## src/rtl/imem_loader_if.sv

```systemverilog
// Wishbone slave bus bundle for the instruction memory loader.
interface imem_loader_if;
    logic        wbs_stb_i;
    logic        wbs_cyc_i;
    logic        wbs_we_i;
    logic [3:0]  wbs_sel_i;
    logic [31:0] wbs_dat_i;
    logic [31:0] wbs_adr_i;
    logic        wbs_ack_o;
    logic [31:0] wbs_dat_o;

    modport master (
        output wbs_stb_i, wbs_cyc_i, wbs_we_i, wbs_sel_i,
        output wbs_dat_i, wbs_adr_i,
        input  wbs_ack_o, wbs_dat_o
    );

    modport slave (
        input  wbs_stb_i, wbs_cyc_i, wbs_we_i, wbs_sel_i,
        input  wbs_dat_i, wbs_adr_i,
        output wbs_ack_o, wbs_dat_o
    );
endinterface

```

## src/rtl/imem_loader.sv

```systemverilog
// Wishbone loader for the 256x8 instruction memory; holds the CPU in reset until run.
// IMEM_LOADER_READBACK_EN enables 4-cycle DATA readback from the memory.
module imem_loader #(
    parameter logic [31:0] BASE_ADDR = 32'h3000_0000
) (
    input  logic         wb_clk_i,
    input  logic         wb_rst_i,
    imem_loader_if.slave wb,
    output logic [7:0]   imem_addr,
    output logic [7:0]   imem_wdata,
    output logic         imem_we,
    input  logic [7:0]   imem_rdata,
    output logic         cpu_rst
);
    typedef enum logic [1:0] {IDLE, XFER, ACK} state_t;

    state_t      state;
    logic [1:0]  lane;
    logic [1:0]  rsel;
    logic        wr;
    logic [3:0]  sel;
    logic [31:0] wdat;
    logic        run;
    logic        autoinc;
    logic [7:0]  ptr;
    logic [7:0]  cnt;
    logic        act;
    logic        req;
    logic        go_xfer;
    logic [1:0]  nlane;
    logic [31:0] rd_mux;

    assign act   = wb.wbs_cyc_i & wb.wbs_stb_i;
    assign req   = act & (wb.wbs_adr_i[31:4] == BASE_ADDR[31:4]);
    assign nlane = lane + 2'd1;

`ifdef IMEM_LOADER_READBACK_EN
    logic [23:0] rbuf;
    assign go_xfer = wb.wbs_adr_i[3:2] == 2'd2;
`else
    logic unused_rdata;
    assign unused_rdata = ^imem_rdata;
    assign go_xfer = (wb.wbs_adr_i[3:2] == 2'd2) & wb.wbs_we_i;
`endif

    logic unused_adr;
    assign unused_adr = ^wb.wbs_adr_i[1:0];

    always_comb begin
        rd_mux = '0;
        unique case (wb.wbs_adr_i[3:2])
            2'd0:    rd_mux = {30'd0, autoinc, run};
            2'd1:    rd_mux = {24'd0, ptr};
            2'd3:    rd_mux = {16'd0, cnt, 7'd0, run};
            default: rd_mux = '0;
        endcase
    end

    always_ff @(posedge wb_clk_i or posedge wb_rst_i) begin
        if (wb_rst_i) begin
            state        <= IDLE;
            lane         <= '0;
            rsel         <= '0;
            wr           <= 1'b0;
            sel          <= '0;
            wdat         <= '0;
            run          <= 1'b0;
            autoinc      <= 1'b0;
            ptr          <= '0;
            cnt          <= '0;
            cpu_rst      <= 1'b1;
            imem_addr    <= '0;
            imem_wdata   <= '0;
            imem_we      <= 1'b0;
            wb.wbs_ack_o <= 1'b0;
            wb.wbs_dat_o <= '0;
`ifdef IMEM_LOADER_READBACK_EN
            rbuf         <= '0;
`endif
        end else begin
            wb.wbs_ack_o <= 1'b0;
            imem_we      <= 1'b0;
            imem_addr    <= '0;
            imem_wdata   <= '0;
            // the memory commits every strobed byte, including an aborted lane
            if (imem_we)
                cnt <= cnt + 8'd1;
            unique case (state)
                IDLE: begin
                    if (req) begin
                        rsel <= wb.wbs_adr_i[3:2];
                        wr   <= wb.wbs_we_i;
                        sel  <= wb.wbs_sel_i;
                        wdat <= wb.wbs_dat_i;
                        if (go_xfer) begin
                            state      <= XFER;
                            lane       <= 2'd0;
                            imem_addr  <= ptr;
                            imem_wdata <= wb.wbs_dat_i[7:0];
                            imem_we    <= wb.wbs_we_i
                                        & wb.wbs_sel_i[0] & ~run;
                        end else begin
                            state        <= ACK;
                            wb.wbs_ack_o <= 1'b1;
                            if (!wb.wbs_we_i)
                                wb.wbs_dat_o <= rd_mux;
                        end
                    end
                end
                XFER: begin
                    if (!act) begin
                        state <= IDLE;
                    end else begin
`ifdef IMEM_LOADER_READBACK_EN
                        if (!wr) begin
                            unique case (lane)
                                2'd0: rbuf[7:0]   <= imem_rdata;
                                2'd1: rbuf[15:8]  <= imem_rdata;
                                2'd2: rbuf[23:16] <= imem_rdata;
                                default: wb.wbs_dat_o <= {imem_rdata, rbuf};
                            endcase
                        end
`endif
                        if (lane == 2'd3) begin
                            state        <= ACK;
                            wb.wbs_ack_o <= 1'b1;
                        end else begin
                            lane       <= nlane;
                            imem_addr  <= ptr + {6'd0, nlane};
                            imem_wdata <= wdat[{nlane, 3'b000} +: 8];
                            imem_we    <= wr & sel[nlane] & ~run;
                        end
                    end
                end
                ACK: begin
                    state <= IDLE;
                    if (wr && rsel == 2'd0 && sel[0]) begin
                        run     <= wdat[0];
                        autoinc <= wdat[1];
                        cpu_rst <= ~wdat[0];
                    end
                    if (wr && rsel == 2'd1 && sel[0])
                        ptr <= wdat[7:0];
                    if (rsel == 2'd2 && autoinc)
                        ptr <= ptr + 8'd4;
                end
                default: state <= IDLE;
            endcase
        end
    end
endmodule

```

## src/flat_wrapper.sv

```systemverilog
// flat-port wrapper written by rule: the top's interface ports become plain ports
module imem_loader_flat 
#(
    parameter logic [31:0] BASE_ADDR = 32'h3000_0000
)
  (wb_clk_i, wb_rst_i, imem_addr, imem_wdata, imem_we, imem_rdata, cpu_rst, wb_wbs_stb_i, wb_wbs_cyc_i, wb_wbs_we_i, wb_wbs_sel_i, wb_wbs_dat_i, wb_wbs_adr_i, wb_wbs_ack_o, wb_wbs_dat_o);
  imem_loader_if wb_i ();
  input  logic wb_clk_i;
  input  logic wb_rst_i;
  output logic [7:0] imem_addr;
  output logic [7:0] imem_wdata;
  output logic imem_we;
  input  logic [7:0] imem_rdata;
  output logic cpu_rst;
  input wire logic [$bits(wb_i.wbs_stb_i)-1:0] wb_wbs_stb_i;
  input wire logic [$bits(wb_i.wbs_cyc_i)-1:0] wb_wbs_cyc_i;
  input wire logic [$bits(wb_i.wbs_we_i)-1:0] wb_wbs_we_i;
  input wire logic [$bits(wb_i.wbs_sel_i)-1:0] wb_wbs_sel_i;
  input wire logic [$bits(wb_i.wbs_dat_i)-1:0] wb_wbs_dat_i;
  input wire logic [$bits(wb_i.wbs_adr_i)-1:0] wb_wbs_adr_i;
  output wire logic [$bits(wb_i.wbs_ack_o)-1:0] wb_wbs_ack_o;
  output wire logic [$bits(wb_i.wbs_dat_o)-1:0] wb_wbs_dat_o;
  assign wb_i.wbs_stb_i = wb_wbs_stb_i;
  assign wb_i.wbs_cyc_i = wb_wbs_cyc_i;
  assign wb_i.wbs_we_i = wb_wbs_we_i;
  assign wb_i.wbs_sel_i = wb_wbs_sel_i;
  assign wb_i.wbs_dat_i = wb_wbs_dat_i;
  assign wb_i.wbs_adr_i = wb_wbs_adr_i;
  assign wb_wbs_ack_o = wb_i.wbs_ack_o;
  assign wb_wbs_dat_o = wb_i.wbs_dat_o;
  imem_loader #(.BASE_ADDR(BASE_ADDR)) u_core (.wb_clk_i(wb_clk_i), .wb_rst_i(wb_rst_i), .wb(wb_i), .imem_addr(imem_addr), .imem_wdata(imem_wdata), .imem_we(imem_we), .imem_rdata(imem_rdata), .cpu_rst(cpu_rst));
endmodule
```

## config.mk

```make
export PLATFORM = sky130hd
export DESIGN_NAME = imem_loader_flat
export DESIGN_NICKNAME = d
export VERILOG_FILES = /design/src/rtl/imem_loader_if.sv /design/src/rtl/imem_loader.sv /design/src/flat_wrapper.sv
export SDC_FILE = /design/constraint.sdc
export NUM_CORES = 1
export LEC_CHECK = 0
export BUFFER_PORTS_ARGS = -buffer_cell sky130_fd_sc_hd__buf_2
export CAP_MARGIN = 20
export CORE_ASPECT_RATIO = 0.6
export CORE_MARGIN = 5
export CORE_UTILIZATION = 47
export DETAILED_ROUTE_END_ITERATION = 7
export PLACE_DENSITY = 0.76
export REMOVE_ABC_BUFFERS = 1
export SKIP_LAST_GASP = 1
export SLEW_MARGIN = 15
export SYNTH_ARGS = -nofsm -noshare
export SYNTH_HDL_FRONTEND = slang
export SYNTH_SLANG_ARGS = --single-unit
```

## constraint.sdc

```tcl
create_clock -name wb_clk_i -period 2.55 [get_ports wb_clk_i]
set_input_delay 0.255 -clock wb_clk_i [delete_from_list [all_inputs] [get_ports wb_clk_i]]
set_output_delay 0.255 -clock wb_clk_i [all_outputs]
set_load 0.005 [all_outputs]
```

== Yosys cells after proc, flatten, opt, wreduce, memory -nomap -nowiden ==
Index checks and enable logic that the tools add are counted.

* Add/subtract/negate cells: 4
* $mul: 0
* Divide/modulo/power cells: 0
* Magnitude comparators: 1
* Eq/ne operators: 14
* Shifts and indexed selects: 1
* Muxes and demuxes: 35
* Bitwise operators: 11
* Reductions and logical operators: 16

{| class="wikitable"
|+ Operators with widths
! operator !! number
|-
| two-way mux 8 bit || 10
|-
| case mux 16 bit (3 select lines) || 1
|-
| case mux 8 bit (2 select lines) || 2
|-
| variable part select 32 x 6 -> 8 bit || 1
|-
| == test 28 x 26 -> 1 bit (second input constant) || 1
|-
| two-way mux 2 bit || 8
|-
| == test 2 bit (second input constant) || 5
|-
| two-way mux 1 bit || 9
|-
| adder 8 x 1 -> 8 bit (second input constant) || 1
|-
| adder 8 x 2 -> 8 bit || 1
|-
| adder 8 x 3 -> 8 bit (second input constant) || 1
|-
| case mux 2 bit (2 select lines) || 2
|-
| AND reduction 2 bit || 4
|-
| AND 1 bit || 7
|-
| == test 2 x 1 -> 1 bit (second input constant) || 3
|-
| zero test 2 bit || 3
|-
| != test 2 x 1 -> 1 bit (second input constant) || 3
|-
| logical AND 1 bit || 5
|-
| AND reduction 5 bit || 1
|-
| inverter 1 bit || 4
|-
| case mux 1 bit (2 select lines) || 2
|-
| AND reduction 4 bit || 1
|-
| nonzero test 2 bit || 2
|-
| < comparator 2 x 3 -> 1 bit (second input constant) || 1
|-
| 4 further kinds || 4
|}

* Bits in registers: 112
* Latch bits: 0
* Memory bits (writable): 0
* Memory bits (read-only): 0
* Input bits: 81
* Output and inout port bits: 51
* Word-level logic and storage cells: 98
* Memories kept: 0

== Longest topological paths before layout ==
Gate-level depths: netlist of the first run.

* Word-level depth: 8
* Mapped depth: 7
* Depth with buffers taken out: 6

== Least setup slack after synthesis of the first run ==
OpenSTA, ideal clock, no wires.

* Path type: flip-flop to flip-flop
* Start point: register u_core.lane[0]
* End point: register u_core.imem_addr[2]
* Setup time: 0.082 ns
* Arrival time: 1.933 ns
* Required time: 2.468 ns
* Slack: 0.535 ns
* Cell stages (with the launch flop): 7
* Buffers on the path: 1
* Period minus slack after synthesis: 2.015 ns
* Cells stage by stage: dfrtp_1 clkbuf_1 inv_1 ha_1 fa_1 or3_1 a31oi_1

* Longest elaborated chain between the ends: 5
* Elaborated cells between the ends (all ways): 6
* Classes of those cells: 2 x add/sub; 1 x eq/ne; 3 x mux

{| class="wikitable"
|+ Ends and longest elaborated chain
! item !! RTL line !! RTL
|-
| from (decl) || imem_loader.sv:18 || <nowiki>logic [1:0] lane;</nowiki>
|-
| from (signal assigned) || imem_loader.sv:128 || <nowiki>lane <= nlane;</nowiki>
|-
| adder 2 x 1 -> 2 bit || imem_loader.sv:35 || <nowiki>assign nlane = lane + 2'd1;</nowiki>
|-
| adder 8 x 2 -> 8 bit || imem_loader.sv:129 || <nowiki>imem_addr <= ptr + {6'd0, nlane};</nowiki>
|-
| two-way mux 8 bit (*) || imem_loader.sv:124 || <nowiki>if (lane == 2'd3) begin</nowiki>
|-
| two-way mux 8 bit (*) || imem_loader.sv:111 || <nowiki>if (!act) begin</nowiki>
|-
| case mux 8 bit (2 select lines) (*) || imem_loader.sv:88 || <nowiki>unique case (state)</nowiki>
|-
| to (signal assigned) || imem_loader.sv:98 || <nowiki>imem_addr <= ptr;</nowiki>
|-
| to (signal assigned) || imem_loader.sv:129 ||
|-
| to (decl) || imem_loader.sv:9 || <nowiki>output logic [7:0] imem_addr,</nowiki>
|}

Mark *: on every way between the ends. The rest lies on a longest branch, timed or not.
A chain may end at the register's enable or synchronous reset.

== Final worst setup path of the first run ==
* Start point: register u_core.lane[0]
* End point: register u_core.imem_addr[7]

Same word-level chain as after synthesis.

==> results of run 1 <==
flip-flops by register name, indices dropped and copies added, names as in the netlist, 2 cells and up:
register / cells
u_core.imem_wdata: 8
u_core.state: 2
u_core.sel: 4
u_core.rsel: 2
u_core.wb.wbs_dat_o: 16
u_core.wdat: 32
u_core.cnt: 8
u_core.imem_addr: 8
u_core.ptr: 8
u_core.lane: 2
power breakdown:
group	switching (W)	leakage (nW)	internal, W	total [W]
sequential	0.0000000000349	1.30	0.00152	0.00152
combinational	0.0000684	1.43	0.0000476	0.000116
clock	0.000564	0.162	0.000955	0.00152
cells by family (layout without fill, tap and decap cells):
| logic type | after synthesis | count (layout) | share of synthesized area, % |
|---|---|---|---|
| multiplexers | 73 | 73 | 20.3 |
| AO/OA/AOI/OAI | 46 | 46 | 6.78 |
| other | 1 | 16 | 0.0823 |
| AND/OR/NAND/NOR | 84 | 84 | 11.3 |
| XOR/XNOR | 7 | 7 | 1.35 |
| buffers and inverters | 43 | 138 | 5.57 |
| flip-flops | 96 | 96 | 52.7 |
| adder cells (fa/ha/maj) | 6 | 6 | 1.81 |
per-stage QoR:
step	TNS (ns)	power (W)	setup WS, ns	util, %
4_1_cts	0	0.00319	0.332	59.1
3_5_place_dp	0	0.00167	0.346	55.4
5_1_grt	0	0.00327	0.140	59.1
3_3_place_gp	0	0.00167	0.432	55.4
2_1_floorplan	-79.69	0.00159	-1.54	-
6_report	0	0.00316	0.340	59.1
placed cells by master, fill, tap and decap left out, types with 5 or more instances in the layout:
cell	instances
sky130_fd_sc_hd__buf_2	105
sky130_fd_sc_hd__clkbuf_16	9
sky130_fd_sc_hd__nand4_1	8
sky130_fd_sc_hd__a21oi_1	8
sky130_fd_sc_hd__mux2_2	47
sky130_fd_sc_hd__a22o_1	11
sky130_fd_sc_hd__mux4_2	9
sky130_fd_sc_hd__o21ai_0	11
sky130_fd_sc_hd__conb_1	16
sky130_fd_sc_hd__ha_1	5
sky130_fd_sc_hd__a31oi_1	8
sky130_fd_sc_hd__nand2_1	19
sky130_fd_sc_hd__dfrtp_1	95
sky130_fd_sc_hd__nand3_1	7
sky130_fd_sc_hd__buf_4	5
sky130_fd_sc_hd__nor2_1	12
sky130_fd_sc_hd__and3_1	11
sky130_fd_sc_hd__mux2i_1	9
sky130_fd_sc_hd__inv_1	9
final cells by class:
| class | instances | area, µm² |
|---|---|---|
| Inverter | 10 | 40.0 |
| Sequential cell | 96 | 2400 |
| Tap cell | 130 | 163 |
| Multi-Input combinational cell | 232 | 1960 |
| Timing Repair Buffer | 112 | 603 |
| Clock buffer | 10 | 229 |
| Fill cell | 781 | 3820 |
| Clock inverter | 6 | 108 |
worst max-delay path, delay by kind of cell, from the launching register on:
family | cells | cell delay (ns)
AOI/OAI and AO/OA | 3 | 0.59
adders and majority gates | 2 | 0.88
DFF | 1 | 0.46
and+or+nand+nor | 1 | 0.15
final timing paths:
kind,to,cells after the start
max in group asynchronous,u_core.cpu_rst,3
worst max register to register,u_core.imem_addr[7],6
worst min-delay path,u_core.cnt[5],2
worst max-delay path,u_core.imem_addr[7],6
min in group wb_clk_i,u_core.wdat[10],2
worst min register to register,u_core.cnt[7],1
layer usage:
| layer | GRT usage (%) | wire length, µm | vias to the layer above |
|---|---|---|---|
| met5 | 0 | 0 | - |
| met4 | 4.17 | 75 | 0 |
| met3 | 5.92 | 852 | 9 |
| met2 | 26.1 | 4470 | 109 |
| met1 | 26.6 | 4780 | 1568 |
| li1 | - | - | 1488 |
==> PnR_summary.wiki, run 1 <==
{| class="wikitable"
! Metric !! Value
|-
| Run status || complete, no violations
|-
| Fraction of registers with async set/reset || 100%
|-
| Pins over their slew limit || 0
|-
| Port Buffer Count || between 100 and 150
|-
| Arrival time at the worst endpoint || 2.41 ns
|-
| CTS H-Tree Depth || 3
|-
| Wire length of the first global-routing pass || 16.7 mm
|-
| Placeable core area || about 9300 µm²
|-
| Prevailing post-synth register cell || sky130_fd_sc_hd__dfrtp_1
|-
| Data required time of the worst path || approximately 2.8 ns
|-
| Dominant cell type by area after synthesis || sky130_fd_sc_hd__dfrtp_1
|-
| Top fanout value on the critical path || 7
|-
| Layout cells sized above 1 || roughly 43%
|-
| Ranking of synthesized cells by instance count || sky130_fd_sc_hd__dfrtp_1 (95), sky130_fd_sc_hd__mux2_2 (47), sky130_fd_sc_hd__nand2_1 (19), sky130_fd_sc_hd__buf_4 (17), sky130_fd_sc_hd__nor2_1 (12)
|-
| CP max stage delay || 0.57 ns
|-
| Number of storage elements in the synthesis netlist || 96
|-
| Total congestion overflow after global routing || 0
|-
| Number of routed nets with antenna violations || 0
|-
| Crit path cell chain || ha_1, ha_1, a21oi_1, nor3_1, a41oi_1, a31oi_1
|-
| Area fraction of the dominant cell type after synthesis || a little over half
|-
| Io pins || approximately 130
|-
| Start point of the critical path || u_core.lane[0]
|-
| TritonRoute pass-1 iters || 4
|-
| Synth area leaders || sky130_fd_sc_hd__dfrtp_1 (52%), sky130_fd_sc_hd__mux2_2 (12%), sky130_fd_sc_hd__mux4_2 (4.4%)
|-
| Number of resized instances in the post-cts repair step || 0
|-
| Time the worst path needs with I/O delays and setup || 2.21 ns
|-
| Detailed-route via count || around 3,200
|-
| Post-CTS clock slew at the launch and capture registers of the worst setup and hold paths || roughly 0.07 ns
|-
| DR DRC count || 0
|-
| Setup violations, final || 0
|-
| CTS Hold Bufs || 0
|-
| CTS tree || done
|-
| Sequential cell area fraction in the yosys report || 52.7%
|-
| Most frequent cell after synthesis || sky130_fd_sc_hd__dfrtp_1
|-
| Cell mode on critical path || sky130_fd_sc_hd__ha_1
|-
| Buffer depth of the longest clock path || 2
|-
| Antenna violations before repair || 0
|-
| Class of the most critical setup path || flop to flop
|-
| Post-Place Cells || 580
|-
| Area delta synth->final || 20.8%
|-
| DR iter-0 viols || between 150 and 200
|-
| Warnings from Yosys || 0
|-
| Post-Synthesis Cells || 356
|-
| Antenna diode instance count || 0
|-
| Tightest Pin Transition || around 0.63 ns
|-
| Clock network latency to the later pin of the worst-skew pair || between 0.3 and 0.4 ns
|-
| Final Hold Violating Endpoints || 0
|-
| Summed instance area of the synthesized netlist || ~4600 µm²
|-
| Vias in the first global route || 3,234
|-
| Pin count of the biggest net entering global routing || 51
|-
| Power density over the cells || roughly 570 nW/µm²
|-
| Average wire per standard cell || 17.1 µm
|-
| Count of maximum capacitance violations || 0
|-
| Initial cell density of the core || between 40% and 50%
|-
| Sum of net half-perimeters after detailed placement || ~7.5 mm
|-
| Placed Instance Area || just over 5000 µm²
|-
| Period utilization || approximately 87%
|-
| Unrepaired setup endpoints after global routing || false
|-
| Number of distinct standard cells referenced by the synthesized netlist || 52
|-
| Achievable Freq || ~450 MHz
|-
| Net count of the finished layout || around 550
|-
| Path category of the worst min-delay check || input pin to asynchronous set/reset pin
|-
| Leakage power || slightly below 3 nW
|-
| Final weighted congestion of routability-driven global placement || roughly 0.84
|-
| Clk_skew || between 0.006 and 0.007 ns
|-
| Chip Width || 137 µm
|-
| EDFF count, synth || 0
|-
| Slowest cell on the critical path || sky130_fd_sc_hd__ha_1
|-
| Worst-case hold slack || ~0.00055 ns
|-
| Critical path endpoint category || flop
|-
| Die Outline Area || roughly 12,000 µm²
|-
| GRT Util Overall || ~18%
|-
| Final Instance Count excl. Fillers || just under 600
|-
| Max rail drop VDD || 0.336 mV
|-
| Total clock buffers created by CTS || 9
|-
| Sinks on the clock net || 96
|-
| Average cell area after synthesis || around 13 µm²
|-
| Height of the chip || between 80 and 90 µm
|-
| Post-detailed-routing wire length || slightly above 10 mm
|-
| Vias/cell || approximately 5.3
|-
| Buffers inserted during post-CTS setup optimization || 0
|-
| Slew margin rel. || 58.2%
|-
| Floorplan row count || 27
|-
| Post-route standard cell area excluding fillers || ~5500 µm²
|-
| CP startpoint kind || flop
|-
| Clock root buffer || sky130_fd_sc_hd__clkbuf_16
|-
| Register-to-register path setup slack || around 0.34 ns
|-
| Launch point of the worst reg-to-reg path || u_core.lane[0]
|}
Note: power is estimated with default switching activity, not from simulation.
==> run 2: changes to the inputs <==
Settings changed: CORE_UTILIZATION 47 to 55, PLACE_DENSITY 0.76 to 0.84, SKIP_CTS_REPAIR_TIMING from default to 1.
Clock period 2.55 ns to 2.6 ns, I/O delays scaled along.
==> PnR_summary.wiki, run 2 (synthesized netlist as in run 1, its figures left out) <==
{| class="wikitable"
! Metric !! Value
|-
| Run status || complete, no violations
|-
| Crit path cell chain || ha_1, ha_1, a21oi_1, nor3_1, a21oi_1, a31oi_1
|-
| Commonest non-fill, non-tap cell in the layout || sky130_fd_sc_hd__buf_2
|-
| Antenna violations before repair || 0 (unchanged)
|-
| Die Outline Area || 10,300 µm² (-13%)
|-
| Chip Width || 128 µm (-7.0%)
|-
| Placeable core area || 7980 µm² (-14%)
|-
| Pin count of the biggest net entering global routing || 53 (+3.9%)
|-
| Power density over the cells || 553 nW/µm² (-3.6%)
|-
| Path category of the worst min-delay check || input pin to asynchronous set/reset pin
|-
| Total clock buffers created by CTS || 9 (unchanged)
|-
| Achievable Freq || 460 MHz (+1.6%)
|-
| Vias in the first global route || 3,428 (+6.0%)
|-
| CP bufs+invs || 0 (unchanged)
|-
| Footprint of the flip-flops and latches || 2400 µm² (unchanged)
|-
| Average wire per standard cell || 17.6 µm (+3.1%)
|-
| Pwr Total || 0.00302 W (-4.4%)
|-
| Vias/cell || 5.59 (+4.9%)
|-
| Height of the chip || 80.5 µm (-6.7%)
|-
| Layout cells sized above 1 || 43.1% (unchanged)
|-
| Pins over their slew limit || 0 (unchanged)
|-
| CTS tree || done
|-
| Initial cell density of the core || 57.1% (+8.3 points)
|-
| Register name with the most flops || u_core.wdat
|-
| Minimum setup slack after placement || 0.486 ns (+0.140 ns)
|-
| Time the worst path needs with I/O delays and setup || 2.17 ns (-0.0358 ns)
|-
| Clock root buffer || sky130_fd_sc_hd__clkbuf_16
|-
| Kind of cell with the highest combined delay on the critical path || adder cells
|-
| Class of the most critical setup path || flop to flop
|-
| Clk_skew || 0.00675 ns (+0.000733 ns)
|-
| GRT Util Overall || 21.5% (+3.4 points)
|-
| Buffer depth of the longest clock path || 2 (unchanged)
|-
| DR DRC count || 0 (unchanged)
|-
| Largest registers ranked by flip-flop count || u_core.wdat (32), u_core.wb.wbs_dat_o (16)
|-
| Floorplan row count || 25 (-7.4%)
|-
| Leading cell types in the layout, fill and taps excluded || sky130_fd_sc_hd__buf_2 (105), sky130_fd_sc_hd__dfrtp_1 (95), sky130_fd_sc_hd__mux2_2 (47)
|-
| DR iter-0 viols || 160 (-11%)
|-
| Net count of the finished layout || 548 (unchanged)
|-
| Leakage power || 2.88 nW (-0.45%)
|-
| Sum of net half-perimeters after detailed placement || 7.31 mm (-2.7%)
|-
| Count of maximum capacitance violations || 0 (unchanged)
|-
| Port Buffer Count || 105 (unchanged)
|-
| Unrepaired setup endpoints after global routing || false
|-
| Tightest Pin Transition || 0.645 ns (+0.0182 ns)
|-
| Count of cells along the worst register-to-register path || 6 (unchanged)
|-
| Final weighted congestion of routability-driven global placement || 0.819 (-3.0%)
|-
| Top fanout value on the critical path || 7 (unchanged)
|-
| Post-CTS clock slew at the launch and capture registers of the worst setup and hold paths || 0.07 ns (about the same)
|-
| Io pins || 132 (unchanged)
|-
| Detailed-route via count || 3,206 (+1.0%)
|-
| Arrival time at the worst endpoint || 2.42 ns (about the same)
|-
| CP startpoint kind || flop
|-
| Area delta synth->final || 19.9%
|-
| CP max stage delay || 0.47 ns (-0.10 ns)
|-
| Clock network latency to the later pin of the worst-skew pair || 0.35 ns (about the same)
|-
| Number of fill cells || 603 (-23%)
|-
| TritonRoute pass-1 iters || 4 (unchanged)
|-
| Number of routed nets with antenna violations || 0 (unchanged)
|-
| Sinks on the clock net || 96 (unchanged)
|-
| WP depth || 6 (unchanged)
|-
| Wire length of the first global-routing pass || 17.1 mm (+2.2%)
|-
| Slowest cell on the critical path || sky130_fd_sc_hd__ha_1
|-
| Footprint of the multi-input gates || 1960 µm² (unchanged)
|-
| Post-detailed-routing wire length || 10.1 mm (-0.68%)
|-
| Number of flip-flops in the largest register || 32 (unchanged)
|-
| Data required time of the worst path || 2.84 ns (+0.09 ns)
|-
| Final Hold Violating Endpoints || 0 (unchanged)
|-
| Total congestion overflow after global routing || 0 (unchanged)
|-
| Worst setup slack after layout || 0.425 ns (+0.0858 ns)
|-
| Antenna diode instance count || 0 (unchanged)
|-
| Critical path endpoint category || flop
|-
| Period utilization || 83.6% (-3.0 points)
|-
| Slew margin rel. || 57.0% (-1.2 points)
|-
| Fin util || 68.5% (+9.4 points)
|-
| Setup violations, final || 0 (unchanged)
|-
| CTS H-Tree Depth || 3 (unchanged)
|-
| Max rail drop VDD || 0.342 mV (+1.9%)
|}
run 2: cell count changes in the layout (fill, tap and decap cells not counted), sizes merged:
cell,change
clkinvlp,+1
inv,+1
bufinv,-1
clkinv,-1
run 2: report_power, final:
group / leakage, nW / internal [W] / total, W / switching, W
clock: 0.149 / 0.000848 / 0.00141 / 0.000565
combinational: 1.43 / 0.0000466 / 0.000113 / 0.0000665
sequential: 1.30 / 0.00149 / 0.00149 / 0.0000000000339
total: 2.88 / 0.00239 / 0.00302 / 0.000632
run 2: worst paths after layout:
path                                  start                  end  slack (ns)
max                          u_core.lane[0]  u_core.imem_addr[5]        0.43
min                                wb_rst_i      u_core.wdat[15]        0.01
max reg2reg                  u_core.lane[0]  u_core.imem_addr[5]        0.43
min reg2reg                   u_core.cnt[7]        u_core.cnt[7]        0.48
max in group asynchronous          wb_rst_i       u_core.cpu_rst        1.88
min in group wb_clk_i      wb_wbs_dat_i[19]      u_core.wdat[19]        0.14
run 2: final cells by class:
type	instances	area share [%]
Timing Repair Buffer	112	11.0
Sequential cell	96	44.0
Clock buffer	10	4.19
Clock inverter	6	1.69
Multi-Input combinational cell	232	35.9
Tap cell	108	2.47
Inverter	10	0.733
run 2: per-stage QoR:
step / setup TNS, ns / hold WS, ns / instance area (µm²) / cells
after CTS: 0 / 0.0270 / 5460 / 574
after global routing: 0 / 0.0657 / 5460 / 574
final: 0 / 0.0112 / 5460 / 574
after floorplan: -73.46 / 0.395 / 4400 / 338
after global placement: 0 / 0.391 / 5140 / 558
after detailed placement: 0 / 0.399 / 5140 / 558
run 2: layer usage:
metal,up-vias,track usage (%),wire (µm)
met4,0,6.75,157
li1,1480,-,-
met5,-,0,0
met1,1583,28.9,4500
met3,16,7.31,883
met2,127,33.1,4570
==> run 3: changes to the inputs <==
Settings changed: ABC_AREA from default to 1, CORE_UTILIZATION 55 to 48, PLACE_DENSITY 0.84 to 0.77.
Clock period 2.6 ns to 1.8 ns, I/O delays scaled along.
==> PnR_summary.wiki, run 3 <==
{| class="wikitable"
! Metric !! Value
|-
| Die Outline Area || 12,700 µm² (+24%)
|-
| Critical path endpoint category || flop
|-
| Period utilization || 99.4% (+16 points)
|-
| Synth area leaders || sky130_fd_sc_hd__dfrtp_1 (47%), sky130_fd_sc_hd__nand2_1 (14%), sky130_fd_sc_hd__inv_1 (5.4%)
|-
| Clock network latency to the later pin of the worst-skew pair || 0.35 ns (about the same)
|-
| Detailed-route via count || 4,640 (+45%)
|-
| Data required time of the worst path || 2.03 ns (-0.81 ns)
|-
| Pins over their slew limit || 0 (unchanged)
|-
| Number of routed nets with antenna violations || 0 (unchanged)
|-
| Run status || complete, no violations
|-
| Post-Place Cells || 880 (+58%)
|-
| Footprint of the multi-input gates || 2150 µm² (+9.7%)
|-
| Wire length of the first global-routing pass || 21.9 mm (+28%)
|-
| EDFF count, synth || 0 (unchanged)
|-
| Cell mode on critical path || sky130_fd_sc_hd__o21ai_0
|-
| Dominant cell type by area after synthesis || sky130_fd_sc_hd__dfrtp_1
|-
| CP bufs+invs || 1 (+1)
|-
| Summed instance area of the synthesized netlist || 5040 µm² (+11%)
|-
| Fraction of synthesized area in multiplexers || 0% (-20 points)
|-
| Clk_skew || 0.00511 ns (-0.00164 ns)
|-
| Layout cells sized above 1 || 21.2% (-22 points)
|-
| Post-detailed-routing wire length || 13.2 mm (+31%)
|-
| Post-Synthesis Cells || 648 (+82%)
|-
| Number of flip-flops in the largest register || 32 (unchanged)
|-
| DR DRC count || 0 (unchanged)
|-
| Compound-cell area share of the yosys netlist || 9.68% (+2.9 points)
|-
| Fraction of registers with async set/reset || 100% (unchanged)
|-
| Largest registers ranked by flip-flop count || u_core.wdat (32), u_core.wb.wbs_dat_o (16)
|-
| Xor/xnor share of the synthesized area || 1.22% (-0.13 points)
|-
| Max rail drop VDD || 0.513 mV (+50%)
|-
| GRT Util Overall || 21.7% (+0.15 points)
|-
| Initial cell density of the core || 48.4% (-8.7 points)
|-
| Height of the chip || 89.4 µm (+11%)
|-
| Final weighted congestion of routability-driven global placement || 0.899 (+9.7%)
|-
| Sum of net half-perimeters after detailed placement || 9.54 mm (+31%)
|-
| Most frequent cell after synthesis || sky130_fd_sc_hd__nand2_1
|-
| Chip Width || 142 µm (+12%)
|-
| Sequential cell area fraction in the yosys report || 47.7% (-5.1 points)
|-
| Final Instance Count excl. Fillers || 898 (+56%)
|-
| Clock root buffer || sky130_fd_sc_hd__clkbuf_16
|-
| TritonRoute pass-1 iters || 6 (+2)
|-
| Number of storage elements in the synthesis netlist || 96 (unchanged)
|-
| Slowest cell on the critical path || sky130_fd_sc_hd__dfrtp_2
|-
| Arrival time at the worst endpoint || 2.01 ns (-0.41 ns)
|-
| Area delta synth->final || 19.2%
|-
| Area fraction of the dominant cell type after synthesis || 47.1% (-5.0 points)
|-
| Register name with the most flops || u_core.wdat
|-
| Path category of the worst min-delay check || input pin to flop
|-
| Adder and majority cell fraction of the synthesized area || 1.64% (-0.17 points)
|-
| Top fanout value on the critical path || 3 (-4)
|-
| CP startpoint kind || flop
|-
| Final Hold Violating Endpoints || 0 (unchanged)
|-
| Buffer depth of the longest clock path || 2 (unchanged)
|-
| Prevailing post-synth register cell || sky130_fd_sc_hd__dfrtp_1
|-
| Power density over the cells || 736 nW/µm² (+33%)
|-
| Io pins || 132 (unchanged)
|-
| Average cell area after synthesis || 7.78 µm² (-39%)
|-
| Commonest non-fill, non-tap cell in the layout || sky130_fd_sc_hd__nand2_1
|-
| CTS tree || done
|-
| Placeable core area || 10,400 µm² (+31%)
|-
| Antenna diode instance count || 0 (unchanged)
|-
| Port Buffer Count || 105 (unchanged)
|-
| Kind of cell with the highest combined delay on the critical path || adder cells
|-
| Antenna violations before repair || 0 (unchanged)
|-
| Post-CTS clock slew at the launch and capture registers of the worst setup and hold paths || 0.06 ns (about the same)
|-
| Sinks on the clock net || 96 (unchanged)
|-
| DR iter-0 viols || 447 (+180%)
|-
| Pin count of the biggest net entering global routing || 52 (-1.9%)
|-
| Footprint of the flip-flops and latches || 2400 µm² (about the same)
|-
| Time the worst path needs with I/O delays and setup || 1.79 ns (-0.385 ns)
|-
| Leading cell types in the layout, fill and taps excluded || sky130_fd_sc_hd__nand2_1 (190), sky130_fd_sc_hd__buf_2 (105), sky130_fd_sc_hd__dfrtp_1 (94)
|-
| Largest family of logic cells by synthesized area || simple AND/OR/NAND/NOR gates
|-
| CP max stage delay || 0.44 ns (-0.03 ns)
|-
| Floorplan row count || 29 (+16%)
|-
| Class of the most critical setup path || flop to flop
|-
| Unrepaired setup endpoints after global routing || true
|-
| Number of fill cells || 939 (+56%)
|-
| Achievable Freq || 559 MHz (+22%)
|-
| Average wire per standard cell || 14.8 µm (-16%)
|-
| Net count of the finished layout || 841 (+53%)
|-
| Total clock buffers created by CTS || 9 (unchanged)
|-
| Crit path cell chain || ha_4, ha_1, a21oi_2, inv_1, o21ai_0, nor2_1, o21ai_0, o21ai_1
|-
| Vias/cell || 5.17 (-7.5%)
|-
| Total congestion overflow after global routing || 0 (unchanged)
|-
| Number of distinct standard cells referenced by the synthesized netlist || 32 (-38%)
|-
| Share of synthesized cell area in and, or, nand and nor gates || 28.6% (+17 points)
|-
| Count of maximum capacitance violations || 0 (unchanged)
|-
| Leakage power || 3.35 nW (+16%)
|-
| Warnings from Yosys || 0 (unchanged)
|-
| Fin util || 57.7% (-11 points)
|-
| CTS H-Tree Depth || 3 (unchanged)
|-
| Ranking of synthesized cells by instance count || sky130_fd_sc_hd__nand2_1 (190), sky130_fd_sc_hd__dfrtp_1 (95), sky130_fd_sc_hd__inv_1 (72), sky130_fd_sc_hd__nor2_1 (72), sky130_fd_sc_hd__nand3_1 (48)
|-
| Setup violations, final || 0 (unchanged)
|-
| Vias in the first global route || 4,642 (+35%)
|}
-- run 3: final cells by class --
type | instances | share of cell area, %
Tap cell | 139 | 2.89
Multi-Input combinational cell | 453 | 35.8
Inverter | 74 | 4.71
Timing Repair Buffer | 120 | 11.3
Sequential cell | 96 | 40.0
Clock buffer | 13 | 4.16
Clock inverter | 3 | 1.08
-- run 3: power breakdown --
part             switching [W]  internal [W]  total, W
Sequential     0.0000000000394       0.00216   0.00216
Combinational         0.000135     0.0000799  0.000215
Clock                 0.000798       0.00126   0.00205
-- run 3: cells by family after synthesis --
family	count (synthesis)
other	1
flip-flops	96
buffers and inverters	114
AND/OR/NAND/NOR	339
adder cells (fa/ha/maj)	6
XOR/XNOR	7
AO/OA/AOI/OAI	85
-- run 3: worst paths after layout --
path                                  from                  end  slack (ns)  cells past startpoint
max in group asynchronous         wb_rst_i       u_core.cpu_rst        0.75                      4
hold / removal             wb_wbs_sel_i[2]        u_core.sel[2]        0.06                      3
min in group asynchronous         wb_rst_i      u_core.wdat[27]        0.36                      3
setup reg to reg            u_core.lane[0]  u_core.imem_addr[5]        0.01                      8
setup / recovery            u_core.lane[0]  u_core.imem_addr[5]        0.01                      8
hold reg to reg             u_core.wdat[0]       u_core.cpu_rst        0.45                      1
-- run 3: per-stage QoR --
step	setup TNS [ns]	worst slack [ns]	power, W	hold slack, ns	area [µm²]
2_1_floorplan	-85.43	-0.884	0.00229	0.325	4820
3_3_place_gp	0	0.0769	0.00240	0.186	5640
3_5_place_dp	0	0.0200	0.00241	0.192	5640
4_1_cts	-0.0276	-0.0276	0.00444	-0.180	5950
5_1_grt	-0.102	-0.0705	0.00457	0.0615	6010
6_report	0	0.0107	0.00443	0.0570	6010
-- run 3: worst reg2reg max path, cell delays in order (launching register included) --
cell,delay [ns]
sky130_fd_sc_hd__dfrtp_2,0.44
sky130_fd_sc_hd__ha_4,0.27
sky130_fd_sc_hd__ha_1,0.30
sky130_fd_sc_hd__a21oi_2,0.20
sky130_fd_sc_hd__inv_1,0.09
sky130_fd_sc_hd__o21ai_0,0.15
sky130_fd_sc_hd__nor2_1,0.05
sky130_fd_sc_hd__o21ai_0,0.07
sky130_fd_sc_hd__o21ai_1,0.09
-- run 3: per-layer routing --
| metal | part of all wire [%] | GRT usage (%) |
|---|---|---|
| met1 | 45 | 30.1 |
| met4 | 1.5 | 6.73 |
| met5 | 0 | 0 |
| met2 | 44 | 33.5 |
| met3 | 10 | 5.93 |
